File: src/rtl/rpn_eval_if.sv
// Character-stream bundle between the RPN evaluator and its neighbours:
// strobe/ack input characters and strobe/ack output characters.
interface rpn_eval_if;
  logic       IN_STB;
  logic [7:0] IN_CHAR;
  logic       IN_ACK;
  logic       OUT_STB;
  logic [7:0] OUT_CHAR;
  logic       OUT_ACK;

  modport master (output IN_STB, IN_CHAR, OUT_ACK, input IN_ACK, OUT_STB, OUT_CHAR);
  modport slave  (input IN_STB, IN_CHAR, OUT_ACK, output IN_ACK, OUT_STB, OUT_CHAR);
endinterface

File: src/rtl/rpn_eval.sv
// Streaming postfix evaluator: signed operand stack, iterative divider, and
// decimal text output of the final result (or "E" after any error).
module rpn_eval #(
  parameter int DEPTH = 8,
  parameter int WIDTH = 16
) (
  input logic       CLK,
  input logic       RST,
  rpn_eval_if.slave bus
);
  // state | meaning
  // IDLE  | accept characters, push/apply operators
  // DIV   | 16-step restoring divide on magnitudes
  // CONV  | binary to decimal by repeated subtraction
  // SEND  | drain character buffer, then newline
  // ERR   | emit "E" and newline
  typedef enum logic [2:0] {IDLE, DIV, CONV, SEND, ERR} state_t;

  localparam int AW = $clog2(DEPTH);
  localparam int CW = $clog2(DEPTH + 1);

  state_t                  state_q, state_d;
  logic                    in_ack_q, out_stb_q, err_q;
  logic [7:0]              out_char_q;
  logic [CW-1:0]           cnt_q;
  logic signed [WIDTH-1:0] stk [DEPTH];
  logic [WIDTH-1:0]        dq_q, dd_q, dr_q, mag_q;
  logic                    neg_q, started_q;
  logic [3:0]              div_cnt_q, digit_q;
  logic [2:0]              pow_idx_q, len_q, rd_q;
  logic [7:0]              cbuf [6];

  function automatic logic [WIDTH-1:0] mag_of(input logic [WIDTH-1:0] v);
    return v[WIDTH-1] ? (~v + 1'b1) : v;
  endfunction

  logic [7:0]              ch;
  logic                    accept, is_digit, is_eq, is_add, is_sub, is_mul, is_div, is_op;
  logic [AW-1:0]           idx_a, idx_b;
  logic signed [WIDTH-1:0] opa, opb, alu;
  logic                    push_err, op_err;

  assign ch       = bus.IN_CHAR;
  assign accept   = (state_q == IDLE) && bus.IN_STB && !in_ack_q;
  assign is_digit = (ch >= 8'h30) && (ch <= 8'h39);
  assign is_eq    = (ch == 8'h3D);
  assign is_add   = (ch == 8'h2B);
  assign is_sub   = (ch == 8'h2D);
  assign is_mul   = (ch == 8'h2A);
  assign is_div   = (ch == 8'h2F);
  assign is_op    = is_add || is_sub || is_mul || is_div;
  assign idx_a    = AW'(cnt_q - CW'(2));
  assign idx_b    = AW'(cnt_q - CW'(1));
  assign opa      = stk[idx_a];
  assign opb      = stk[idx_b];
  assign push_err = is_digit && (cnt_q == CW'(DEPTH));
  assign op_err   = is_op && ((cnt_q < CW'(2)) || (is_div && (opb == '0)));

  always_comb begin
    alu = opa + opb;
    if (is_sub)      alu = opa - opb;
    else if (is_mul) alu = opa * opb;
  end

  // Borrow of the trial subtraction doubles as the restore decision.
  logic [WIDTH:0]          r_sh, r_sub;
  logic                    div_ge;
  logic [WIDTH-1:0]        r_nx, q_nx;
  logic signed [WIDTH-1:0] div_res;
  assign r_sh    = {dr_q, dq_q[WIDTH-1]};
  assign r_sub   = r_sh - {1'b0, dd_q};
  assign div_ge  = !r_sub[WIDTH];
  assign r_nx    = div_ge ? r_sub[WIDTH-1:0] : r_sh[WIDTH-1:0];
  assign q_nx    = {dq_q[WIDTH-2:0], div_ge};
  assign div_res = neg_q ? -q_nx : q_nx;

  logic [WIDTH-1:0] pow;
  logic             pow_ge, conv_done;
  always_comb begin
    case (pow_idx_q)
      3'd0:    pow = WIDTH'(10000);
      3'd1:    pow = WIDTH'(1000);
      3'd2:    pow = WIDTH'(100);
      3'd3:    pow = WIDTH'(10);
      default: pow = WIDTH'(1);
    endcase
  end
  assign pow_ge    = (mag_q >= pow);
  assign conv_done = (pow_idx_q == 3'd4) && !pow_ge;

  logic [7:0] cur_char;
  logic       last_char;
  always_comb begin
    cur_char = 8'h0A;
    if (state_q == ERR) begin
      if (rd_q == 3'd0) cur_char = 8'h45;
    end else if (rd_q < len_q) begin
      cur_char = cbuf[rd_q];
    end
    last_char = (state_q == ERR) ? (rd_q == 3'd1) : (rd_q == len_q);
  end

  always_comb begin
    state_d = state_q;
    case (state_q)
      IDLE: if (accept) begin
        if (is_eq)                             state_d = (err_q || cnt_q != CW'(1)) ? ERR : CONV;
        else if (!err_q && is_div && !op_err)  state_d = DIV;
      end
      DIV:       if (div_cnt_q == 4'd0) state_d = IDLE;
      CONV:      if (conv_done) state_d = SEND;
      SEND, ERR: if (out_stb_q && bus.OUT_ACK && last_char) state_d = IDLE;
      default:   state_d = IDLE;
    endcase
  end

  logic                    stk_we, buf_we;
  logic [AW-1:0]           stk_wa;
  logic signed [WIDTH-1:0] stk_wd;
  logic [2:0]              buf_wa;
  logic [7:0]              buf_wd;
  always_comb begin
    stk_we = 1'b0;
    stk_wa = idx_a;
    stk_wd = alu;
    buf_we = 1'b0;
    buf_wa = len_q;
    buf_wd = 8'h30 + {4'h0, digit_q};
    case (state_q)
      IDLE: if (accept && !err_q) begin
        if (is_digit && !push_err) begin
          stk_we = 1'b1;
          stk_wa = AW'(cnt_q);
          stk_wd = WIDTH'(ch[3:0]);
        end else if (is_op && !is_div && !op_err) begin
          stk_we = 1'b1;
        end else if (is_eq && cnt_q == CW'(1) && opb[WIDTH-1]) begin
          buf_we = 1'b1;
          buf_wa = 3'd0;
          buf_wd = 8'h2D;
        end
      end
      DIV: if (div_cnt_q == 4'd0) begin
        stk_we = 1'b1;
        stk_wd = div_res;
      end
      CONV: if (!pow_ge && (digit_q != 4'd0 || started_q || pow_idx_q == 3'd4)) buf_we = 1'b1;
      default: ;
    endcase
  end

  always_ff @(posedge CLK) begin
    if (stk_we) stk[stk_wa] <= stk_wd;
    if (buf_we) cbuf[buf_wa] <= buf_wd;
  end

  always_ff @(posedge CLK or posedge RST) begin
    if (RST) begin
      state_q    <= IDLE;
      in_ack_q   <= 1'b0;
      out_stb_q  <= 1'b0;
      out_char_q <= 8'h00;
      cnt_q      <= '0;
      err_q      <= 1'b0;
      dq_q       <= '0;
      dd_q       <= '0;
      dr_q       <= '0;
      neg_q      <= 1'b0;
      div_cnt_q  <= 4'd0;
      mag_q      <= '0;
      pow_idx_q  <= 3'd0;
      digit_q    <= 4'd0;
      started_q  <= 1'b0;
      len_q      <= 3'd0;
      rd_q       <= 3'd0;
    end else begin
      state_q  <= state_d;
      in_ack_q <= accept;
      case (state_q)
        IDLE: if (accept) begin
          if (is_eq) begin
            rd_q <= 3'd0;
            if (!err_q && cnt_q == CW'(1)) begin
              len_q     <= opb[WIDTH-1] ? 3'd1 : 3'd0;
              mag_q     <= mag_of(opb);
              pow_idx_q <= 3'd0;
              digit_q   <= 4'd0;
              started_q <= 1'b0;
            end
          end else if (!err_q) begin
            if (push_err || op_err) begin
              err_q <= 1'b1;
            end else if (is_digit) begin
              cnt_q <= cnt_q + CW'(1);
            end else if (is_div) begin
              dq_q      <= mag_of(opa);
              dd_q      <= mag_of(opb);
              dr_q      <= '0;
              neg_q     <= opa[WIDTH-1] ^ opb[WIDTH-1];
              div_cnt_q <= 4'd15;
            end else if (is_op) begin
              cnt_q <= cnt_q - CW'(1);
            end
          end
        end
        DIV: begin
          dr_q <= r_nx;
          dq_q <= q_nx;
          if (div_cnt_q == 4'd0) cnt_q <= cnt_q - CW'(1);
          else                   div_cnt_q <= div_cnt_q - 4'd1;
        end
        CONV: begin
          if (pow_ge) begin
            mag_q   <= mag_q - pow;
            digit_q <= digit_q + 4'd1;
          end else begin
            if (buf_we) begin
              len_q     <= len_q + 3'd1;
              started_q <= 1'b1;
            end
            digit_q   <= 4'd0;
            pow_idx_q <= pow_idx_q + 3'd1;
          end
        end
        SEND, ERR: begin
          // One low cycle separates consecutive output characters.
          if (!out_stb_q) begin
            out_stb_q  <= 1'b1;
            out_char_q <= cur_char;
          end else if (bus.OUT_ACK) begin
            out_stb_q <= 1'b0;
            rd_q      <= rd_q + 3'd1;
            if (last_char) begin
              cnt_q <= '0;
              err_q <= 1'b0;
            end
          end
        end
        default: ;
      endcase
    end
  end

  assign bus.IN_ACK   = in_ack_q;
  assign bus.OUT_STB  = out_stb_q;
  assign bus.OUT_CHAR = out_char_q;
endmodule
File: src/flat_wrapper.sv
// flat-port wrapper written by rule: the top's interface ports become plain ports
module rpn_eval_flat 
#(
  parameter int DEPTH = 8,
  parameter int WIDTH = 16
)
  (CLK, RST, bus_IN_STB, bus_IN_CHAR, bus_OUT_ACK, bus_IN_ACK, bus_OUT_STB, bus_OUT_CHAR);
  rpn_eval_if bus_i ();
  input logic CLK;
  input logic RST;
  input wire logic [$bits(bus_i.IN_STB)-1:0] bus_IN_STB;
  input wire logic [$bits(bus_i.IN_CHAR)-1:0] bus_IN_CHAR;
  input wire logic [$bits(bus_i.OUT_ACK)-1:0] bus_OUT_ACK;
  output wire logic [$bits(bus_i.IN_ACK)-1:0] bus_IN_ACK;
  output wire logic [$bits(bus_i.OUT_STB)-1:0] bus_OUT_STB;
  output wire logic [$bits(bus_i.OUT_CHAR)-1:0] bus_OUT_CHAR;
  assign bus_i.IN_STB = bus_IN_STB;
  assign bus_i.IN_CHAR = bus_IN_CHAR;
  assign bus_i.OUT_ACK = bus_OUT_ACK;
  assign bus_IN_ACK = bus_i.IN_ACK;
  assign bus_OUT_STB = bus_i.OUT_STB;
  assign bus_OUT_CHAR = bus_i.OUT_CHAR;
  rpn_eval #(.DEPTH(DEPTH), .WIDTH(WIDTH)) u_core (.CLK(CLK), .RST(RST), .bus(bus_i));
endmodule
File: config.mk
export PLATFORM = sky130hd
export DESIGN_NAME = rpn_eval_flat
export DESIGN_NICKNAME = d
export VERILOG_FILES = /design/src/rtl/rpn_eval_if.sv /design/src/rtl/rpn_eval.sv /design/src/flat_wrapper.sv
export SDC_FILE = /design/constraint.sdc
export NUM_CORES = 1
export LEC_CHECK = 0
export CORE_ASPECT_RATIO = 2
export CORE_MARGIN = 5
export CORE_UTILIZATION = 35
export CTS_BUF_LIST = sky130_fd_sc_hd__clkbuf_8
export CTS_CLUSTER_DIAMETER = 60
export CTS_CLUSTER_SIZE = 30
export DETAILED_ROUTE_END_ITERATION = 12
export DONT_BUFFER_PORTS = 1
export PLACE_DENSITY = 0.49
export SLEW_MARGIN = 0
export SYNTH_ARGS = -nofsm -noshare
export SYNTH_HDL_FRONTEND = slang
export SYNTH_SLANG_ARGS = --single-unit
File: constraint.sdc
create_clock -name CLK -period 17.6 [get_ports CLK]
set_input_delay 3.52 -clock CLK [delete_from_list [all_inputs] [get_ports CLK]]
set_output_delay 3.52 -clock CLK [all_outputs]
set_load 0.02 [all_outputs]
* Word level (Yosys, flattened, before mapping)
Memory sizes are Yosys's and may differ from the RTL's. Index checks and enable logic that the tools add are counted.
Word-level totals: register bits 101, memory bits (writable) 176, input bits 12, output and inout port bits 10, word-level logic and storage cells 273, memories kept 2
Cells by class: add/sub/neg operators 16, multiply operators 1, order comparisons 5, equality and inequality tests 39, multiplexer cells 128, bitwise logic cells 8, reduce and logical (&&, ||, !) cells 57
Memory list:
- u_core.stk | depth 8, width 16, rd ports 2, clocked after memory_dff 0, write ports 1, RTL line rpn_eval.sv:26 | logic signed [WIDTH-1:0] stk [DEPTH];
- u_core.cbuf | depth 6, width 8, rd ports 1, clocked after memory_dff 0, write ports 1, RTL line rpn_eval.sv:31 | logic [7:0] cbuf [6];
Operators with widths (count):
- 16-bit 2-to-1 mux | 25
- 16-bit one-hot mux with 2 select lines | 4
- 4-bit 2-to-1 mux | 22
- 3-bit 2-to-1 mux | 28
- 8-bit 2-to-1 mux | 7
- 14-bit one-hot mux with 4 select lines | 1
- 8-bit by 6-bit == test with 1-bit output, second input constant | 5
- 16-bit by 1-bit adder with 16-bit output, second input constant | 2
- 16-bit inverter | 2
- 1-bit 2-to-1 mux | 29
- 2-bit by 1-bit inequality test with 1-bit output, second input constant | 10
- 5-bit AND reduction | 4
- 1-bit logical AND | 19
- 3-bit one-hot mux with 2 select lines | 3
- 17-bit by 16-bit subtractor with 17-bit output | 1
- 16-bit adder | 1
- 16-bit by 14-bit >= comparator with 1-bit output | 1
- 16-bit zero test | 1
- 16-bit by 16-bit multiplier with 16-bit output | 1
- 2-bit inequality test, second input constant | 8
- 16-bit negation | 1
- 4-bit one-hot mux with 2 select lines | 2
- 16-bit by 14-bit subtractor with 16-bit output | 1
- 16-bit subtractor | 1
- other kinds (38) | 75

* Longest topological paths before layout
An unclocked memory read counts as a cell.
depth after elaboration 15, mapped depth 39

* Worst setup path before layout
No wires, ideal clock.
kind register -> register, start register u_core.cnt_q[0], end memory u_core.stk[0][14] (data pin), library setup time 0.230 ns, arrival time 8.536 ns, setup slack 8.834 ns, cell stages (with the launch flop) 35, path buffers 10, clock period less this slack 8.766 ns, cell sequence dfrtp_1 buf_6 buf_6 buf_6 buf_6 buf_6 buf_6 clkbuf_1 inv_1 ha_1 buf_6 buf_4 buf_2 mux4_2 mux2i_2 clkinv_1 nand2_1 fa_1 fa_1 fa_1 fa_1 inv_1 fa_1 inv_1 fa_1 inv_1 ha_1 o21ai_0 o21ai_0 o41ai_1 xnor2_1 nor2_1 a21oi_1 mux2i_1 o22ai_1
Between the ends: longest elaborated chain between the ends 8, elaborated cells between the ends (all ways) 16, classes of those cells add/sub: 4; mul: 1; eq/ne: 1; mux: 6; reduce/logical: 3; memory: 1
RTL lines:
- from (decl) | RTL line rpn_eval.sv:25 | logic [CW-1:0] cnt_q;
- from (signal assigned) | RTL line rpn_eval.sv:194 | cnt_q <= cnt_q + CW'(1);
- from (signal assigned) | RTL line rpn_eval.sv:202 | cnt_q <= cnt_q - CW'(1);
- from (signal assigned) | RTL line rpn_eval.sv:209 | if (div_cnt_q == 4'd0) cnt_q <= cnt_q - CW'(1);
- 4-bit by 1-bit subtractor with 4-bit output or 3-bit by 2-bit subtractor with 3-bit output (tied branches) | RTL line rpn_eval.sv:53, rpn_eval.sv:52
- memory 8 x 16 bit
- 16-bit by 16-bit multiplier with 16-bit output or 16-bit adder (tied branches) | RTL line rpn_eval.sv:62, rpn_eval.sv:60
- 16-bit 2-to-1 mux | RTL line rpn_eval.sv:62 | else if (is_mul) alu = opa * opb;
- 16-bit 2-to-1 mux | RTL line rpn_eval.sv:61 | if (is_sub) alu = opa - opb;
- 16-bit 2-to-1 mux | RTL line rpn_eval.sv:131 | if (is_digit && !push_err) begin
- 16-bit 2-to-1 mux | RTL line rpn_eval.sv:130 | IDLE: if (accept && !err_q) begin
- 16-bit one-hot mux with 2 select lines (*) | RTL line rpn_eval.sv:129 | case (state_q)
- net u_core.stk_wd[14] | RTL line rpn_eval.sv:119 | logic signed [WIDTH-1:0] stk_wd;
- to (decl) | RTL line rpn_eval.sv:26
The timed path passes the listed nets; every way through them passes the cells marked *.

* Final worst setup path
start register u_core.cnt_q[1], end memory u_core.stk[4][14] (data pin)
Same word-level chain as after synthesis.

==> impl_metrics.py <==
metrics = {
    "global_routing": {
        "grt_pass1_vias": 15700,
        "grt.total_usage_pct": 20.2,
        "antenna_found_initial": 1,
        "grt_max_degree": 60,
        "grt_overflow": 0,
        "grt_pass1_wl_um": 97000,
    },
    "setup_path": {
        "crit_path_frequent_cell": "inv_1",
        "arrival_ns": 10.28,
        "cp-start-kind": "flop",
        "cpMaxStageDelayCell": "o41ai_1",
        "rr_startpoint": "u_core.cnt_q[1]$_DFFE_PP0P_",
        "cp_max_fo": 41,
        "ff2ff_path_depth": 28,
        "cp_num_buf_inv": 8,
        "critical-path-max-stage-delay_ns": 0.63,
        "critPathRequiredTime_ns": 17.95,
        "ff2ff_setup_slack_ns": 7.67,
        "path_class": "reg2reg",
        "crit_path_end_kind": "flop",
        "r2r_end": "u_core.stk[4][14]$_DFFE_PP_",
        "crit_family": "adder cells",
        "startpoint": "u_core.cnt_q[1]$_DFFE_PP0P_",
    },
    "synth": {
        "synth_xor_area_share_pct": 4.85,
        "synth_top_area_share_pct": 23.5,
        "synthTopCellsByCount": "nand2_1, inv_1, nor2_1, edfxtp_1, ha_1",
        "synthAdderAreaFrac_pct": 17.1,
        "synth_compound_area_share_pct": 11.6,
        "ys_warn_count": 0,
        "ys_top_cells_by_area": "edfxtp_1, dfrtp_1, ha_1",
        "muxShareOfSynthArea_pct": 10.9,
        "syn-cell-area_um2": 20200,
        "ys_seq_area_share_pct": 35.9,
        "yosysMostFrequentCell": "nand2_1",
        "yosysTopAreaCell": "edfxtp_1",
        "synth_top_family_by_area": "adder cells",
        "synth-seq-cells": 258,
        "avgSynthCellArea_um2": 10.0,
        "synth_edf_count": 158,
        "ys_types": 77,
        "syn_nets": 2250,
        "synth-simple-area-share_pct": 13.4,
        "yosys_most_used_dff": "edfxtp_1",
        "async_flop_share_pct": 38.8,
        "syn_inst": 2012,
    },
    "clock_tree": {
        "clk_pin_slew_ns": 0.15,
        "insertion_delay_ns": 0.62,
        "cts_num_sinks": 258,
        "cts_tree": "yes",
        "root_buffer": "clkbuf_8",
        "htreeDepth": 1,
        "cts_resized": 0,
        "cts_setup_buffers": 0,
        "hold_buffers": 0,
        "cts_buffers": 16,
        "clockBufferDepth": 3,
    },
    "timing": {
        "final_hold_viol_count": 0,
        "slew_headroom_pct": 18.5,
        "fin_crit_sh_pct": 56.4,
        "fmax_mhz": 101,
        "finalMaxSlewViolations": 0,
        "finClkSkew_ns": 0.0639,
        "fin_setup_tns_ns": 0,
        "setup_viol": 0,
        "finalCriticalPeriod_ns": 9.93,
        "tightest_slew_ns": 1.21,
        "rsz0062_at_grt": "no",
    },
    "floorplanning": {
        "core_um2": 57200,
        "start_util_pct": 35.3,
        "dieArea_um2": 62900,
        "die_w_um": 180,
        "num_rows": 124,
        "pin_count": 22,
        "die-height_um": 350,
    },
    "layout": {
        "fill_cells": 5657,
        "seq_area_um2": 7250,
        "nNetsFinal": 2227,
        "drive_gt1_share_pct": 10.1,
        "multi_input_area_um2": 11700,
        "area_growth_pct": 6.36,
    },
    "route": {
        "wl_per_cell_um": 23.4,
        "vias": 15100,
        "drc": 0,
        "drt_first_pass_iters": 7,
        "detailedRoute.firstIterationViolations": 947,
        "drtAntennaViolNets": 0,
        "routed_wl_um": 64400,
        "via_per_inst": 5.48,
    },
    "run_status": {
        "run_status": "finished, final reports clean",
    },
    "hold_path": {
        "hold_end": "u_core.mag_q[2]$_DFFE_PP0P_",
        "holdPathStages": 2,
        "hp-class": "reg2reg",
        "hold_path.startpoint": "u_core.mag_q[2]$_DFFE_PP0P_",
    },
    "place": {
        "io_buffer_count": 0,
        "gp_congestion": 1.03,
        "hpwl_um": 50300,
    },
    "job": {
        "cap_violations": 0,
    },
}
[stage by stage]
step / instances / hold WS (ns) / cell area [um^2] / utilization, % / setup slack, ns
finish: 2756 / 0.498 / 21500 / 37.5 / 7.67
global route: 2756 / 0.522 / 21500 / 37.5 / 7.10
CTS: 2755 / 0.504 / 21500 / 37.5 / 7.57
detailed placement: 2727 / 0.475 / 21100 / 36.8 / 7.63
global placement: 2727 / 0.460 / 21100 / 36.8 / 7.87
floorplan: 2012 / 0.443 / 20200 / - / 8.83
[sequential cells by signal, summed over array words and instances, names as in the netlist, 4 cells and up]
register,count
u_core.bus.OUT_CHAR,7
u_core.cbuf,30
u_core.cnt_q,4
u_core.dd_q,16
u_core.digit_q,4
u_core.div_cnt_q,4
u_core.dq_q,16
u_core.dr_q,16
u_core.mag_q,16
u_core.stk,128
[cell type report]
class / instances / share of cell area (%)
sequential: 258 / 33.8
tap: 756 / 4.40
multi-input combinational: 1449 / 54.7
timing repair buffer: 41 / 1.43
clock inverter: 12 / 0.751
inverter: 223 / 3.92
antenna: 1 / 0.0117
clock buffer: 16 / 1.03
[how the worst max path moves through the flow]
stage | slack [ns] | endpoint | cells after the start
2_1_floorplan | 8.83 | u_core.stk[0][14]$_DFFE_PP_ | 34
3_3_place_gp | 7.87 | u_core.stk[0][14]$_DFFE_PP_ | 31
4_1_cts | 7.57 | u_core.stk[4][14]$_DFFE_PP_ | 28
3_5_place_dp | 7.63 | u_core.stk[6][14]$_DFFE_PP_ | 28
6_report | 7.67 | u_core.stk[4][14]$_DFFE_PP_ | 28
5_1_grt | 7.10 | u_core.stk[4][14]$_DFFE_PP_ | 28
[worst reg2reg max path, delay by kind of cell (launching register included)]
kind	cells	cell delay, ns
adders and majority gates	9	3.72
xor gates and xnor gates	1	0.34
AOI/OAI and AO/OA	6	1.82
muxes	3	1.33
DFF	1	0.37
and+or+nand+nor	1	0.08
buffers and inverters	8	2.02
[routing by layer]
layer	vias up	track usage (%)	routed length (um)
li1	6970	-	-
met1	7591	19.5	21200
met2	363	39.9	35800
met3	173	2.02	2160
met4	0	13.3	5290
met5	-	0	0
[placed cells by master (no fill, tap or decap), types with 24 or more instances in the layout]
cell type,synthesis,routed
o21ai_1,24,24
inv_1,215,215
mux2i_1,31,30
nor2_1,171,171
dfrtp_1,100,98
mux4_2,69,69
o21ai_0,113,113
nand2_1,231,231
buf_4,5,41
fa_1,83,83
edfxtp_1,158,158
nor3_1,51,42
xor2_1,27,26
xnor2_1,83,83
nor2b_1,31,31
ha_1,143,142
a21oi_1,104,104
[cells by family after synthesis]
kind of cell / Yosys count
flip-flops: 258
AND/OR/NAND/NOR: 602
XOR/XNOR: 111
buffers and inverters: 305
other: 1
multiplexers: 124
AO/OA/AOI/OAI: 385
adder cells (fa/ha/maj): 226
Power is not shown: default switching activity piles up to over one toggle a cycle in this logic, so the estimate is an artifact.
